[src/rtl/uart_tx.sv]
// uart_tx -- 8N1 serial transmitter with a small byte FIFO in front of it.
//
// Optional feature: define UART_TX_PARITY_EN to insert an even-parity bit
// between the data bits and the stop bit (frame becomes 11 bit periods).
//
// Parameters
//   CLK_FREQ    system clock frequency in Hz
//   BAUD_RATE   serial bit rate; bit period DIV = CLK_FREQ / BAUD_RATE cycles
//   FIFO_DEPTH  byte FIFO entries (power of two, >= 2)
//
// Ports
//   clk           single clock, rising edge
//   rst           asynchronous active-low reset
//   tx_data_i     byte to transmit
//   tx_valid_i    producer offers tx_data_i (accepted when tx_ready_o is 1)
//   tx_ready_o    FIFO can accept a byte
//   uart_txd      serial line, idle high (registered)
//   busy_o        frame in progress or FIFO non-empty
//   fifo_count_o  bytes queued in the FIFO
module uart_tx #(
  parameter int CLK_FREQ   = 50000000,
  parameter int BAUD_RATE  = 115200,
  parameter int FIFO_DEPTH = 4
) (
  input  logic                          clk,
  input  logic                          rst,
  input  logic [7:0]                    tx_data_i,
  input  logic                          tx_valid_i,
  output logic                          tx_ready_o,
  output logic                          uart_txd,
  output logic                          busy_o,
  output logic [$clog2(FIFO_DEPTH):0]   fifo_count_o
);

  localparam int DIV   = CLK_FREQ / BAUD_RATE;
  localparam int CNT_W = (DIV > 1) ? $clog2(DIV) : 1;
  localparam int PTR_W = $clog2(FIFO_DEPTH);
  localparam logic [CNT_W-1:0] CNT_LAST = CNT_W'(DIV - 1);
  localparam logic [PTR_W:0]   DEPTH_C  = (PTR_W + 1)'(FIFO_DEPTH);

  typedef enum logic [2:0] {
    S_IDLE   = 3'd0,
    S_START  = 3'd1,
    S_DATA   = 3'd2,
`ifdef UART_TX_PARITY_EN
    S_PARITY = 3'd3,
`endif
    S_STOP   = 3'd4
  } state_e;

`ifdef UART_TX_PARITY_EN
  // Even parity: the bit that makes the total count of ones even.
  function automatic logic even_parity(input logic [7:0] d);
    return ^d;
  endfunction
`endif

  state_e             state_q, state_d;
  logic [CNT_W-1:0]   cnt_q, cnt_d;
  logic [2:0]         bit_q, bit_d;
  logic [7:0]         shift_q, shift_d;
  logic               txd_q, txd_d;
  logic               busy_q, busy_d;
  logic               ready_q, ready_d;
  logic [PTR_W-1:0]   wr_ptr_q, rd_ptr_q;
  logic [PTR_W:0]     count_q, count_d;
  logic [7:0]         mem_q [FIFO_DEPTH];
  logic               push_s, pop_s, bit_done_s;

  // ready_q always equals (count_q < FIFO_DEPTH), so a full FIFO refuses a
  // push even when a pop happens on the same edge.
  assign push_s     = tx_valid_i & ready_q;
  assign bit_done_s = (cnt_q == CNT_LAST);

  // Next-state logic: FSM, baud counter, bit index and shift register.
  always_comb begin
    state_d = state_q;
    cnt_d   = cnt_q;
    bit_d   = bit_q;
    shift_d = shift_q;
    pop_s   = 1'b0;
    case (state_q)
      S_IDLE: begin
        cnt_d = {CNT_W{1'b0}};
        bit_d = 3'd0;
        if (count_q != {(PTR_W + 1){1'b0}}) begin
          pop_s   = 1'b1;
          shift_d = mem_q[rd_ptr_q];
          state_d = S_START;
        end else begin
          state_d = S_IDLE;
        end
      end
      S_START: begin
        if (bit_done_s) begin
          cnt_d   = {CNT_W{1'b0}};
          state_d = S_DATA;
        end else begin
          cnt_d = cnt_q + 1'b1;
        end
      end
      S_DATA: begin
        if (bit_done_s) begin
          cnt_d = {CNT_W{1'b0}};
          if (bit_q == 3'd7) begin
            bit_d = 3'd0;
`ifdef UART_TX_PARITY_EN
            state_d = S_PARITY;
`else
            state_d = S_STOP;
`endif
          end else begin
            bit_d = bit_q + 3'd1;
          end
        end else begin
          cnt_d = cnt_q + 1'b1;
        end
      end
`ifdef UART_TX_PARITY_EN
      S_PARITY: begin
        if (bit_done_s) begin
          cnt_d   = {CNT_W{1'b0}};
          state_d = S_STOP;
        end else begin
          cnt_d = cnt_q + 1'b1;
        end
      end
`endif
      S_STOP: begin
        if (bit_done_s) begin
          cnt_d   = {CNT_W{1'b0}};
          state_d = S_IDLE;
        end else begin
          cnt_d = cnt_q + 1'b1;
        end
      end
      default: begin
        cnt_d   = {CNT_W{1'b0}};
        bit_d   = 3'd0;
        state_d = S_IDLE;
      end
    endcase
  end

  // Line value for the current state; registered, so the line trails the
  // state by one cycle (push -> pop -> START shows low two cycles after push).
  always_comb begin
    txd_d = 1'b1;
    case (state_q)
      S_IDLE:   txd_d = 1'b1;
      S_START:  txd_d = 1'b0;
      S_DATA:   txd_d = shift_q[bit_q];
`ifdef UART_TX_PARITY_EN
      S_PARITY: txd_d = even_parity(shift_q);
`endif
      S_STOP:   txd_d = 1'b1;
      default:  txd_d = 1'b1;
    endcase
  end

  // FIFO occupancy and the registered status flags derived from it.
  always_comb begin
    count_d = count_q;
    case ({push_s, pop_s})
      2'b10:   count_d = count_q + 1'b1;
      2'b01:   count_d = count_q - 1'b1;
      default: count_d = count_q;
    endcase
    ready_d = (count_d < DEPTH_C);
    // Extra term keeps busy high through the last stop-bit cycle on the line.
    busy_d  = (state_d != S_IDLE) | (count_d != {(PTR_W + 1){1'b0}}) |
              (state_q != S_IDLE);
  end

  // Transmitter state registers.
  always_ff @(posedge clk or negedge rst) begin
    if (!rst) begin
      state_q <= S_IDLE;
      cnt_q   <= {CNT_W{1'b0}};
      bit_q   <= 3'd0;
      shift_q <= 8'h00;
      txd_q   <= 1'b1;
    end else begin
      state_q <= state_d;
      cnt_q   <= cnt_d;
      bit_q   <= bit_d;
      shift_q <= shift_d;
      txd_q   <= txd_d;
    end
  end

  // FIFO pointers, count and status flags; pointers wrap naturally.
  always_ff @(posedge clk or negedge rst) begin
    if (!rst) begin
      wr_ptr_q <= {PTR_W{1'b0}};
      rd_ptr_q <= {PTR_W{1'b0}};
      count_q  <= {(PTR_W + 1){1'b0}};
      ready_q  <= 1'b1;
      busy_q   <= 1'b0;
    end else begin
      if (push_s) begin
        wr_ptr_q <= wr_ptr_q + 1'b1;
      end else begin
        wr_ptr_q <= wr_ptr_q;
      end
      if (pop_s) begin
        rd_ptr_q <= rd_ptr_q + 1'b1;
      end else begin
        rd_ptr_q <= rd_ptr_q;
      end
      count_q <= count_d;
      ready_q <= ready_d;
      busy_q  <= busy_d;
    end
  end

  // FIFO storage.
  always_ff @(posedge clk or negedge rst) begin
    if (!rst) begin
      for (int i = 0; i < FIFO_DEPTH; i++) begin
        mem_q[i] <= 8'h00;
      end
    end else if (push_s) begin
      mem_q[wr_ptr_q] <= tx_data_i;
    end
  end

  assign uart_txd     = txd_q;
  assign tx_ready_o   = ready_q;
  assign busy_o       = busy_q;
  assign fifo_count_o = count_q;

endmodule

[config.mk]
export PLATFORM = sky130hd
export DESIGN_NAME = uart_tx
export DESIGN_NICKNAME = d
export VERILOG_FILES = /design/src/rtl/uart_tx.sv
export SDC_FILE = /design/constraint.sdc
export NUM_CORES = 1
export LEC_CHECK = 0
export CORE_MARGIN = 3
export CORE_UTILIZATION = 55
export DETAILED_ROUTE_END_ITERATION = 12
export DONT_BUFFER_PORTS = 1
export GPL_TIMING_DRIVEN = 1
export PLACE_DENSITY = 0.76
export SYNTH_ARGS = -nofsm -noshare
export SYNTH_HDL_FRONTEND = slang
export SYNTH_SLANG_ARGS = --single-unit
[constraint.sdc]
create_clock -name clk -period 5.1 [get_ports clk]
set_clock_uncertainty 0.2 [all_clocks]
set_input_delay 1.02 -clock clk [delete_from_list [all_inputs] [get_ports clk]]
set_output_delay 1.02 -clock clk [all_outputs]
set_load 0.01 [all_outputs]
# Word level (Yosys, flattened, before mapping)
# Cells that the tools add are included.
op_classes:
  n_addsub: 6
  n_lt_le_gt_ge: 5
  eq_ne: 8
  muxes: 23
  bitwise_logic: 6
  n_reduce_logical: 10
op_table:
  columns: ["cell", "count"]
  rows:
  - ["$bwmux W32", 1]
  - ["$mux W8", 3]
  - ["$mux W3", 6]
  - ["$mux W9", 2]
  - ["$bmux W8 S2", 1]
  - ["$demux W8 S2", 1]
  - ["$pmux W3 S2", 2]
  - ["$pmux W3 S4", 1]
  - ["$reduce_bool A3 Y1", 4]
  - ["$add A9 B1 Y9 const B", 1]
  - ["$eq A9 B9 Y1 const B", 1]
  - ["$add A3 B1 Y3 const B", 2]
  - ["$eq A3 B3 Y1 const B", 2]
  - ["$ge A3 B3 Y1 const B", 2]
  - ["$not A2 Y3", 2]
  - ["$add A2 B1 Y2 const B", 2]
  - ["$lt A3 B4 Y1 const B", 1]
  - ["$mux W1", 4]
  - ["$reduce_and A2 Y1", 2]
  - ["$bmux W1 S3", 1]
  - ["$eq A3 B1 Y1 const B", 1]
  - ["$eq A3 B2 Y1 const B", 1]
  - ["$logic_not A3 Y1", 1]
  - ["$lt A3 B1 Y1 const B", 1]
  - ["other kinds (12)", 13]
word_totals:
  register_bits: 65
  in_bits: 11
  output_inout_bits: 6
  elab_cells: 72

# Logic depth before layout (Yosys ltp)
depth:
  word_depth: 8
  ltp_mapped: 11
  ltp_nobuf: 9

# Worst setup path after synthesis
# Ideal clock, no wire load.
synth_path:
  path_type: "in2reg"
  from: "input port tx_valid_i"
  to: "register busy_q, in the netlist busy_o"
  setup_ns: 0.133
  arrival_ns: 2.353
  required_time_ns: 4.767
  path_slack_ns: 2.414
  stages: 9
  n_path_buf: 1
  cell_sequence: "clkbuf_1 > nand2_1 > ha_1 > inv_1 > fa_1 > xor2_1 > nor2_1 > xnor2_1 > nand3b_1"
synth_via:
  elab_chain_len: 6
  elab_cells_between_ends: 7
  cone_classes: "eq/ne: 2; mux: 1; bitwise: 3; reduce/logical: 1"
synth_lines:
  columns: ["item", "line", "source"]
  rows:
  - ["start: declaration", "28", "input logic tx_valid_i,"]
  - ["$and A1 B1 Y1 *", "72", "assign push_s = tx_valid_i & ready_q;"]
  - ["$eq A2 B1 Y1 / $eq A2 B2 Y1 (equally long branches)", "164", "case ({push_s, pop_s})"]
  - ["$pmux W3 S2 *", "164", null]
  - ["$reduce_bool A3 Y1 *", "171", "busy_d = (state_d != S_IDLE) | (count_d != {(PTR_W + 1){1'b0}}) |"]
  - ["$or A1 B1 Y1 * (2 in a row)", "171", null]
  - ["named net busy_d", "63", "logic busy_q, busy_d;"]
  - ["end signal: assignment", "213", "busy_q <= busy_d;"]
  - ["end: declaration", "63", null]
# Mark *: on every way through the listed nets, which the timed path passes. The rest lies on a longest branch.
# A chain may end at the register's enable or synchronous reset.

# Worst setup path after layout
layout_path:
  from: "register state_q[1]"
  to: "register busy_q, in the netlist busy_o"
layout_via:
  elab_chain_len: 7
  elab_cells_between_ends: 18
  cone_classes: "eq/ne: 5; mux: 7; bitwise: 2; reduce/logical: 4"
layout_lines:
  columns: ["item", "line", "source"]
  rows:
  - ["start: declaration", "58", "state_e state_q, state_d;"]
  - ["start signal: assignment", "184", "state_q <= state_d;"]
  - ["$logic_not A3 Y1", "82", "case (state_q)"]
  - ["$mux W1", "82", null]
  - ["$eq A2 B1 Y1 / $eq A2 B2 Y1 (equally long branches)", "164", null]
  - ["$pmux W3 S2", "164", null]
  - ["$reduce_bool A3 Y1", "171", null]
  - ["$or A1 B1 Y1", "171", null]
  - ["$or A1 B1 Y1 *", "171", null]
  - ["named net busy_d", "63", null]
# Marked as above.

==> out/qor.yml <==
grt:
  use_met1: 0.241
  grt_pass1_wl_mm: 9.03
  overflow: 0
  met3_usage: 0.0729
  grtUsageTotal: 0.188
  antenna_found_initial: 0
  met2_usage: 0.300
  first_global_vias: 1825
  grt-busiest-layer: "met2"
  grt_max_degree: 66
final_layout:
  mostFrequentLayoutCell: "dfrtp_1"
  post-route-util: 0.638
  nets: 243
  drive_above_1_share: 0.326
  antenna_cells: 0
  final_cell_count_no_fill: 297
  mostFrequentLayoutCells: "63 x dfrtp_1, 41 x mux2_2, 15 x nor2_1"
  area_growth_pct: 9.25
worst_setup_path:
  cp_slowest_cell: "dfrtp_1"
  worstReg2RegStart: "state_q[1]$_DFF_PN0_"
  worst-path-stages: 9
  cp.arrival_ps: 2660
  cpPeakStageDelay_ps: 490
  path_class: "reg2reg"
  rrSetupSlack_ps: 2460
  cp-end-kind: "flop"
  critical_path_required_ps: 5110
  r2r_cells: 9
  cp_top_family: "adder cells"
  path_cells: "nor3_2 > o31a_2 > ha_1 > inv_1 > fa_1 > xor2_1 > nor2_1 > xnor2_1 > nand3b_1"
  critPathBufInv: 1
  worst_r2r_endpoint: "busy_o$_DFF_PN0_"
  crit_fanout: 12
  critPathLaunchType: "flop"
pwr:
  powerDensity_mw_per_mm2: 486
  p_total_mw: 1.62
  vdd.ir_drop.worst_mv: 0.325
  p_leak_nw: 1.48
sta:
  fin_crit_ps: 2640
  final.setup.tns_ps: 0
  rsz0062_at_grt: "false"
  worst_pin_slew_ps: 596
  slew_viol_final: 0
  relSlewSlack: 0.602
  fin_crit_sh: 0.518
  finalSetupViolations: 0
  whs_ps: 173
  hold_viol_final: 0
  fmax_mhz: 378
die:
  dieArea_mm2: 0.00649
  dieWidth_um: 80.6
  core_area_mm2: 0.00524
  rows: 26
  initial_core_util: 0.584
  die_h_um: 80.6
  pin_count: 17
clock_tree:
  cts_buffers: 9
  cts_max_path_buffers: 2
  cts_resized: 0
  cts_sinks: 65
  cts-root-buf: "clkbuf_8"
  postCtsSetupBuffers: 0
  clk_latency_ps: 340
  postCtsHoldBufs: 0
  h-tree-depth: 3
  clk_pin_slew_ps: 70
  cts_tree: "yes"
placed_design:
  dp.cells: 281
  place.gp.congestion: 0.778
  hpwlAfterDp_mm: 3.43
  port_buffers: 0
route:
  drcViolationCount: 0
  detail_route.first_pass.iterations: 4
  final_antenna_net_count: 0
  wire_per_inst_um: 17.5
  wirelength_mm: 5.19
  vias: 1697
  drt_iter0_drc: 52
  via_per_inst: 5.71
synth:
  ys_ff_latch: 65
  synth_nets: 239
  synth_cell_types: 40
  synth_area_mm2: 0.00306
  ys_warn_count: 0
  ys.flop_type: "dfrtp_1"
  syn_inst: 218
  syn_avg_cell_area_um2: 14.0
  synth-seq-area-share: 0.533
  async_flop_share: 1.00
  synth_edf_count: 0
run_status:
  status: "finished clean"
job:
  cap_violations: 0
worst_hold_path:
  hold_path_class: "in2async"
## metrics by stage
stage	worst slack, ps	cell area, µm²
4_1_cts	2420	3340
6_report	2460	3340
3_5_place_dp	2420	3100
5_1_grt	2220	3340
3_3_place_gp	2500	3100
2_1_floorplan	2410	3060
## cell families (layout without fill, tap and decap cells)
| logic type | after synthesis | after routing | synth area share |
|---|---|---|---|
| adder cells (fa/ha/maj) | 10 | 10 | 0.0434 |
| AO/OA/AOI/OAI | 13 | 13 | 0.0287 |
| multiplexers | 55 | 55 | 0.239 |
| buffers and inverters | 14 | 23 | 0.0246 |
| flip-flops | 65 | 65 | 0.533 |
| XOR/XNOR | 14 | 14 | 0.0401 |
| AND/OR/NAND/NOR | 47 | 47 | 0.0913 |
## per-layer routing
metal  vias up  share of wire
met1       883           0.45
met4         0              0
li1        784              -
met3         0          0.039
met2        30           0.51
met5         -              0
## cells in the mapped netlist, drive strengths merged (4+ instances only)
master,n,area (µm²)
inv,7,26.3
ha,9,113
xor2,5,43.8
mux4,10,229
o21ai,7,38.8
xnor2,9,78.8
nor2,15,56.3
mux2,41,462
dfrtp,63,1580
nand2,4,15.0
buf,4,37.5
nand3,6,30.0
mux2i,4,40.0
## sequential cells by signal, summed over array words and instances, names as in the netlist
| register | flops |
|---|---|
| cnt_q | 9 |
| bit_q | 3 |
| shift_q | 8 |
| busy_o | 1 |
| rd_ptr_q | 2 |
| wr_ptr_q | 2 |
| fifo_count_o | 3 |
| mem_q | 32 |
| state_q | 3 |
| uart_txd | 1 |
| tx_ready_o | 1 |
## power breakdown
part	total (mW)	switching [mW]	internal, mW
Combinational	0.323	0.115	0.208
Clock	0.530	0.192	0.337
Sequential	0.772	0.0974	0.674
Total	1.62	0.405	1.22
## cell type report
class                           count  area (µm²)
Sequential cell                    65        1630
Tap cell                           70        87.6
Fill cell                         383        1900
Clock inverter                      5         103
Clock buffer                       11         141
Multi-Input combinational cell    139        1350
Inverter                            7        26.3
## worst max-delay path by stage
stage                                    start                to  slack [ps]
after floorplan                     tx_valid_i  busy_o$_DFF_PN0_        2410
after global routing      state_q[1]$_DFF_PN0_  busy_o$_DFF_PN0_        2220
after CTS                 state_q[1]$_DFF_PN0_  busy_o$_DFF_PN0_        2420
final                     state_q[1]$_DFF_PN0_  busy_o$_DFF_PN0_        2460
after detailed placement            tx_valid_i  busy_o$_DFF_PN0_        2420
after global placement              tx_valid_i  busy_o$_DFF_PN0_        2500
Power figures use the tool's default switching activity.
